**config.mk**
```make
export PLATFORM = sky130hd
export DESIGN_NAME = dadda_dot_accum
export DESIGN_NICKNAME = d
export VERILOG_FILES = /design/src/rtl/dadda_dot_pkg.sv /design/src/rtl/dadda_dot_pipe.sv /design/src/rtl/dadda_dot_accum.sv
export SDC_FILE = /design/constraint.sdc
export NUM_CORES = 1
export LEC_CHECK = 0
export CORE_ASPECT_RATIO = 2
export CORE_MARGIN = 3
export CORE_UTILIZATION = 45
export DETAILED_ROUTE_END_ITERATION = 7
export PLACE_DENSITY = 0.75
export SYNTH_ARGS = -nofsm -noshare
export SYNTH_HDL_FRONTEND = slang
export SYNTH_HIERARCHICAL = 1
export SYNTH_SLANG_ARGS = --single-unit
```
**constraint.sdc**
```tcl
create_clock -name clk -period 3.1 [get_ports clk]
set_input_delay 0.465 -clock clk [delete_from_list [all_inputs] [get_ports clk]]
set_output_delay 0.465 -clock clk [all_outputs]
set_load 0.005 [all_outputs]
```
**src/rtl/dadda_dot_pkg.sv**
```systemverilog
// Shared definitions for the dadda_dot_accum dot-product engine.
//   state_e   : controller states (IDLE, RUN, DRAIN, DONE)
//   MUL_W     : multiplier operand width
//   PROD_W    : multiplier product width
//   acc_w_ok  : true when an accumulator of acc_w bits can hold the sum of
//               up to 2^len_w-1 full-scale products without overflow
package dadda_dot_pkg;

  localparam int MUL_W  = 16;
  localparam int PROD_W = 32;

  typedef enum logic [1:0] {
    IDLE  = 2'd0,
    RUN   = 2'd1,
    DRAIN = 2'd2,
    DONE  = 2'd3
  } state_e;

  function automatic bit acc_w_ok(input int acc_w, input int len_w);
    return acc_w >= PROD_W + len_w;
  endfunction

endpackage

```
**src/rtl/dadda_dot_pipe.sv**
```systemverilog
// Register stages around the external combinational multiplier.
//   Stage 1: operand registers driving the multiplier inputs (mul_a_o/mul_b_o)
//            plus a valid bit; operands hold when nothing is loaded.
//   Stage 2: product register capturing mul_p_i plus a valid bit.
// Ports:
//   clk, rst       clock, synchronous active-high reset
//   load_i         an accepted operand pair is presented on a_i/b_i
//   a_i, b_i       operands to load into stage 1
//   mul_p_i        multiplier product for the stage-1 operands
//   mul_a_o/b_o    stage-1 operand registers
//   prod_o         stage-2 product register
//   prod_valid_o   stage-2 holds a product that must be accumulated
//   pipe_empty_o   stage 1 holds no operand pair, so nothing is behind stage 2
module dadda_dot_pipe
  import dadda_dot_pkg::*;
(
  input  logic              clk,
  input  logic              rst,
  input  logic              load_i,
  input  logic [MUL_W-1:0]  a_i,
  input  logic [MUL_W-1:0]  b_i,
  input  logic [PROD_W-1:0] mul_p_i,
  output logic [MUL_W-1:0]  mul_a_o,
  output logic [MUL_W-1:0]  mul_b_o,
  output logic [PROD_W-1:0] prod_o,
  output logic              prod_valid_o,
  output logic              pipe_empty_o
);

  logic [MUL_W-1:0]  a_q, a_d, b_q, b_d;
  logic              s1_v_q, s1_v_d;
  logic [PROD_W-1:0] prod_q, prod_d;
  logic              s2_v_q, s2_v_d;

  always_comb begin
    a_d    = a_q;
    b_d    = b_q;
    prod_d = prod_q;
    if (load_i) begin
      a_d = a_i;
      b_d = b_i;
    end
    s1_v_d = load_i;
    // Only capture mul_p when it belongs to a real stage-1 pair, so a stale
    // product can never be tagged valid.
    if (s1_v_q) begin
      prod_d = mul_p_i;
    end
    s2_v_d = s1_v_q;
  end

  always_ff @(posedge clk) begin
    if (rst) begin
      a_q    <= '0;
      b_q    <= '0;
      s1_v_q <= 1'b0;
      prod_q <= '0;
      s2_v_q <= 1'b0;
    end else begin
      a_q    <= a_d;
      b_q    <= b_d;
      s1_v_q <= s1_v_d;
      prod_q <= prod_d;
      s2_v_q <= s2_v_d;
    end
  end

  assign mul_a_o      = a_q;
  assign mul_b_o      = b_q;
  assign prod_o       = prod_q;
  assign prod_valid_o = s2_v_q;
  assign pipe_empty_o = ~s1_v_q;

endmodule

```
**src/rtl/dadda_dot_accum.sv**
```systemverilog
// Sequential dot-product engine around an external 16x16 unsigned multiplier.
// Accepts len operand pairs, multiplies them through registered mul_a/mul_b ->
// mul_p -> product register, and accumulates the products into out_acc.
//
// Handshakes: a transfer happens on a rising edge where valid && ready are both
// high. in_ready depends only on registered state; out_valid stays high and
// out_acc/out_count stay stable until out_ready is seen.
//
// Ports:
//   clk, rst            clock, synchronous active-high reset
//   start, len          begin a dot product of len terms (only taken in IDLE)
//   in_valid/in_ready   operand pair handshake, operands on in_a/in_b
//   mul_a, mul_b        registered operands to the multiplier
//   mul_p               multiplier product
//   out_valid/out_ready result handshake, result on out_acc/out_count
//   busy                controller is not in IDLE
//   stall_cycles        RUN cycles waiting on in_valid
// Optional feature macro: DADDA_DOT_STALL_CNT_EN enables the stall counter;
// without it stall_cycles is constant zero.
module dadda_dot_accum
  import dadda_dot_pkg::*;
#(
  parameter int ACC_W = 40,
  parameter int LEN_W = 8
) (
  input  logic              clk,
  input  logic              rst,
  input  logic              start,
  input  logic [LEN_W-1:0]  len,
  input  logic              in_valid,
  output logic              in_ready,
  input  logic [MUL_W-1:0]  in_a,
  input  logic [MUL_W-1:0]  in_b,
  output logic [MUL_W-1:0]  mul_a,
  output logic [MUL_W-1:0]  mul_b,
  input  logic [PROD_W-1:0] mul_p,
  output logic              out_valid,
  input  logic              out_ready,
  output logic [ACC_W-1:0]  out_acc,
  output logic [LEN_W-1:0]  out_count,
  output logic              busy,
  output logic [15:0]       stall_cycles
);

  if (!acc_w_ok(ACC_W, LEN_W)) begin : g_acc_w_too_small
    $error("dadda_dot_accum: ACC_W must be at least 32+LEN_W");
  end

  state_e             state_q, state_d;
  logic [LEN_W-1:0]   len_q, len_d;
  logic [LEN_W-1:0]   count_q, count_d;
  logic [ACC_W-1:0]   acc_q, acc_d;
  logic               in_ready_c;
  logic               out_valid_c;
  logic               accept;
  logic [PROD_W-1:0]  prod;
  logic               prod_valid;
  logic               pipe_empty;

  dadda_dot_pipe u_pipe (
    .clk          (clk),
    .rst          (rst),
    .load_i       (accept),
    .a_i          (in_a),
    .b_i          (in_b),
    .mul_p_i      (mul_p),
    .mul_a_o      (mul_a),
    .mul_b_o      (mul_b),
    .prod_o       (prod),
    .prod_valid_o (prod_valid),
    .pipe_empty_o (pipe_empty)
  );

  always_comb begin
    state_d     = state_q;
    len_d       = len_q;
    count_d     = count_q;
    acc_d       = acc_q;
    in_ready_c  = 1'b0;
    out_valid_c = 1'b0;
    accept      = 1'b0;

    // The pipe is empty in IDLE, so this never collides with the clear below.
    if (prod_valid) begin
      acc_d = acc_q + ACC_W'(prod);
    end

    unique case (state_q)
      IDLE: begin
        if (start) begin
          len_d   = len;
          count_d = '0;
          acc_d   = '0;
          state_d = (len == '0) ? DONE : RUN;
        end
      end
      RUN: begin
        in_ready_c = (count_q < len_q);
        accept     = in_valid && in_ready_c;
        if (accept) begin
          count_d = count_q + LEN_W'(1);
          if (count_d == len_q) begin
            state_d = DRAIN;
          end
        end
      end
      DRAIN: begin
        // Last product sits in stage 2 with nothing behind it: it is added at
        // this edge, so the sum is complete when DONE is entered.
        if (pipe_empty && prod_valid) begin
          state_d = DONE;
        end
      end
      DONE: begin
        out_valid_c = 1'b1;
        if (out_ready) begin
          state_d = IDLE;
        end
      end
      default: state_d = IDLE;
    endcase
  end

  always_ff @(posedge clk) begin
    if (rst) begin
      state_q <= IDLE;
      len_q   <= '0;
      count_q <= '0;
      acc_q   <= '0;
    end else begin
      state_q <= state_d;
      len_q   <= len_d;
      count_q <= count_d;
      acc_q   <= acc_d;
    end
  end

  assign in_ready  = in_ready_c;
  assign out_valid = out_valid_c;
  assign out_acc   = acc_q;
  assign out_count = count_q;
  assign busy      = (state_q != IDLE);

`ifdef DADDA_DOT_STALL_CNT_EN
  logic [15:0] stall_q, stall_d;

  always_comb begin
    stall_d = stall_q;
    if (state_q == IDLE && start) begin
      stall_d = '0;
    end else if (state_q == RUN && in_ready_c && !in_valid &&
                 stall_q != 16'hFFFF) begin
      stall_d = stall_q + 16'd1;
    end
  end

  always_ff @(posedge clk) begin
    if (rst) begin
      stall_q <= '0;
    end else begin
      stall_q <= stall_d;
    end
  end

  assign stall_cycles = stall_q;
`else
  assign stall_cycles = '0;
`endif

endmodule
```
# Word-level counts from Yosys, hierarchy flattened
# Index checks and enable logic that the tools add are counted.
# op_classes
n_addsub	2
magnitude_cmp	1
n_eq_ne	9
muxes	16
n_bitwise	1
n_reduce_logical	9
# op_table
cell	n
$mux 40	3
$add 40x32->40	1
$mux 8	2
$pmux 8 s2	1
$mux 2	6
$ne 2x2->1 const B	5
$add 8x1->8 const B	1
$eq 8x8->1	1
$logic_not 8->1	1
$lt 8x8->1	1
$pmux 2 s4	1
$reduce_and 5->1	1
$eq 2x2->1 const B	2
$reduce_bool 2->1	2
$mux 1	3
$reduce_and 3->1	1
$eq 2x1->1 const B	1
$logic_and 1x1->1	2
$logic_not 2->1	1
$reduce_and 2->1	1
$not 1->1	1
# word_totals
regBits	124
in_bits	77
output_inout_bits	99
wordCells	47

# Longest topological paths before layout
# logic_depth
depth_word	5
ltp_mapped	13
ltp_nobuf	11

# Modules after synthesis
# Netlist, hierarchy kept.
# modules_own_cells
module	n_inst	cells_each	area_each_um2	seq_area_each_um2
dadda_dot_accum	1	596	4677.0	1161.1
dadda_dot_pipe	1	212	2391.0	1321.3

# Worst setup path after synthesis
# No wires, ideal clock.
# synth_path
kind	reg2reg
from	reg acc_q[1] (netlist: out_acc[1])
to	reg acc_q[37] (netlist: out_acc[37])
setup_ns	0.120
arrival_time_ns	2.541
required_ns	2.980
setup_slack_ns	0.439
path_stages_with_launch	10
n_path_buf	0
period_less_slack_ns	2.661
path_cell_list	dfxtp_1 ha_1 a211oi_1 o21bai_1 a41o_1 a41oi_1 a31oi_1 a31oi_1 nor4_1 or2_1
# synth_between
elab_chain_cells	4
# synth_rtl
element	line_no	rtl
start: declaration	dadda_dot_accum.sv:52	logic [ACC_W-1:0] acc_q, acc_d;
start signal: assignment	dadda_dot_accum.sv:129	acc_q <= '0;
start signal: assignment	dadda_dot_accum.sv:134	acc_q <= acc_d;
$add 40x32->40 (*)	dadda_dot_accum.sv:85	acc_d = acc_q + ACC_W'(prod);
$mux 40 (*)	dadda_dot_accum.sv:84	if (prod_valid) begin
$mux 40	dadda_dot_accum.sv:90	if (start) begin
$mux 40 (*)	dadda_dot_accum.sv:88	unique case (state_q)
# Every way passes the cells marked *; elsewhere a longest branch is shown, timed or not.
# A chain may end at the register's enable or synchronous reset.

# Final worst setup path
# layout_path
from	reg acc_q[3] (netlist: out_acc[3])
to	reg acc_q[39] (netlist: out_acc[39])
# The elaborated chain is that of the path after synthesis.

==> metrics <==
clk slew on worst S/H paths 0.06 ns; CP Capture Type flop; HPWL after DPL 14300 um; Worst Setup Path Type flop to flop; CTS tree built; first-pass GRT wire length 31100 um; max-slew violations 0; Die Span Y 183 um; CP required 3.46 ns; DRT iter0 DRCs 224; Pwr per Cell Area 522 nW/um^2; RSZ-0062 raised after global routing no; FMAX 0.345 GHz; antenna diode count 0; EDFF count, synth 0; status finished clean; # fillers 1385; Clk Latency, worst-skew pair 0.42 ns; flops & latches, synth 124; Port Buffers 159; Critical Path AT 3.26 ns; Hold-fix buffers, CTS 0; row count 64; fraction of registers with async set or reset after synthesis 0%; library cells used by synthesis 65; Post-DRT Antenna Nets 0; DR vias/cell 5.49; largest net degree at the start of global routing 86; TritonRoute pass-1 iters 4; clock root cell clkbuf_16; Core Box Area 15400 sq um; total gr overflow 0; average routed wire per standard cell 16.5 um; share of cells above drive strength 1 5.95%; Nets 1087; CP Launch Type flop; Post-Synthesis Cells 808; CTS max path bufs 2; Final Cycle Share 93.5%; setup_tns 0 ns; area delta synth->final 31.7%; clock skew 0.00897 ns; die area 17300 sq um; total track usage 22.7%; Rel. slew slack 39.1%; Seq/Total Area, Yosys 35.1%; Final Wtd Congestion 0.925; I/O pin count 176; VDD IR-drop max 0.360 mV; Syn Area/Cell 8.75 sq um; Synth area leaders dfxtp_1 (35%), mux2i_1 (12%), ha_1 (8.0%); Inserted Clock Buffers 17; Worst Hold Slack 0.457 ns; mapped cell area 7070 sq um; Main synth FF type dfxtp_1; commonest cells after routing, fill and taps aside clkdlybuf4s50_1 (157), dfxtp_1 (120), nor2_1 (117), mux2i_1 (83), a21oi_1 (59); critical-path maximum fanout 8; worst slew pin tran 0.914 ns; final wirelength 19300 um; setup violators final 0; final hold violations 0; CTS sink count 124; Initial Utilization 46.0%; vias in the first global route 6542; yosys warns 6; initial antenna violation count 0; post-synth top area share 35.1%; Worst Hold Class flop to flop; DRC 0; htree depth 4; commonest non-fill, non-tap cell in the layout clkdlybuf4s50_1; maxcap violations 0; Period minus WS final 2.90 ns; cell taking the most area after synthesis dfxtp_1; Pleak 0.00362 uW; die width 94.6 um; via count 6434
-- synthesized netlist by cell type, types with 3 or more instances --
master,count
buf_4,17
clkbuf_1,22
nand2_1,39
nor3_1,10
or3_1,8
nand4b_1,4
or4_1,6
ha_1,45
nand3_1,31
a211o_1,3
inv_1,25
nand4_1,13
nor2_1,117
o21ai_1,6
buf_2,5
o31ai_1,3
mux2i_1,83
buf_12,6
nor4_1,4
o21bai_1,6
a21oi_1,60
a21boi_0,3
and3_1,7
a21o_1,16
xnor2_1,15
a31o_2,3
o21ai_0,19
and2_1,5
a31oi_1,7
buf_1,3
nor2b_1,6
o21a_1,6
nor3b_1,3
nand2b_1,10
dfxtp_1,124
o211ai_1,8
a211oi_1,9
xor2_1,16
-- state kept, by name (all words and copies together), names as in the netlist --
signal,flops
u_pipe/mul_b_o,16
u_pipe/prod_valid_o,1
u_pipe/mul_a_o,16
len_q,8
out_acc,40
state_q,2
out_count,8
u_pipe/prod_o,32
u_pipe/s1_v_q,1
-- metrics by stage --
stage	setup slack [ns]	utilization (%)	instances	instance area [sq um]	power, uW
2_1_floorplan	0.439	-	823	7120	2500
3_3_place_gp	0.297	56.7	1142	8710	2870
3_5_place_dp	0.246	56.7	1142	8710	2880
4_1_cts	0.00321	60.5	1172	9300	4890
5_1_grt	0.0317	60.6	1173	9310	5090
6_report	0.201	60.6	1173	9310	4860
-- where the power goes --
group	switching [uW]	internal [uW]
Sequential	91.8	1700
Clock	704	1290
Combinational	536	534
Total	1330	3530
-- area by class of cell --
type	instances	area, sq um	area share, %
clock buffer	22	464	4.99
clock inverter	8	118	1.26
inverter	25	93.8	1.01
multi-input combinational	619	4160	44.7
sequential	124	2490	26.7
tap	198	248	2.66
timing repair buffer	177	1740	18.7
-- logic make-up (layout without fill, tap and decap cells) --
logic type,Yosys count,in the layout,share of synthesized area (%)
muxes,85,85,12.1
DFF,124,124,35.1
buffers and inverters,80,232,6.83
adders and majority gates,46,46,8.25
other,1,16,0.0531
AOI/OAI and AO/OA,173,173,15.8
xor gates and xnor gates,32,32,4.07
and+or+nand+nor,267,267,17.8
-- worst max-delay path: stages (launching register included) --
cell,delay (ns)
dfxtp_1,0.33
ha_1,0.35
o21ai_1,0.11
o21bai_1,0.19
a41o_1,0.29
a41oi_1,0.21
a31oi_1,0.49
a31oi_1,0.16
buf_4,0.18
or4_1,0.46
nand2_1,0.07
-- path summary, 6_finish.rpt --
path              start          end  slack [ns]  cells past startpoint
max          out_acc[3]  out_acc[39]        0.20                     10
min reg2reg    len_q[6]     len_q[6]        0.46                      2
min            len_q[6]     len_q[6]        0.46                      2
max reg2reg  out_acc[3]  out_acc[39]        0.20                     10
-- per-layer routing --
metal  GRT usage [%]  part of all wire (%)  vias up
met5               0                     0        -
met4            13.8                   4.9        0
met3            5.01                   5.9       71
met2            41.4                    54      234
met1            22.6                    36     2962
li1                -                     -     3167
-- what timing repair did --
action	in CTS	in global routing
buffers inserted	0	1
resized for setup	0	4
endpoints found under the setup margin	0	3
(Power assumes the default switching activity.)
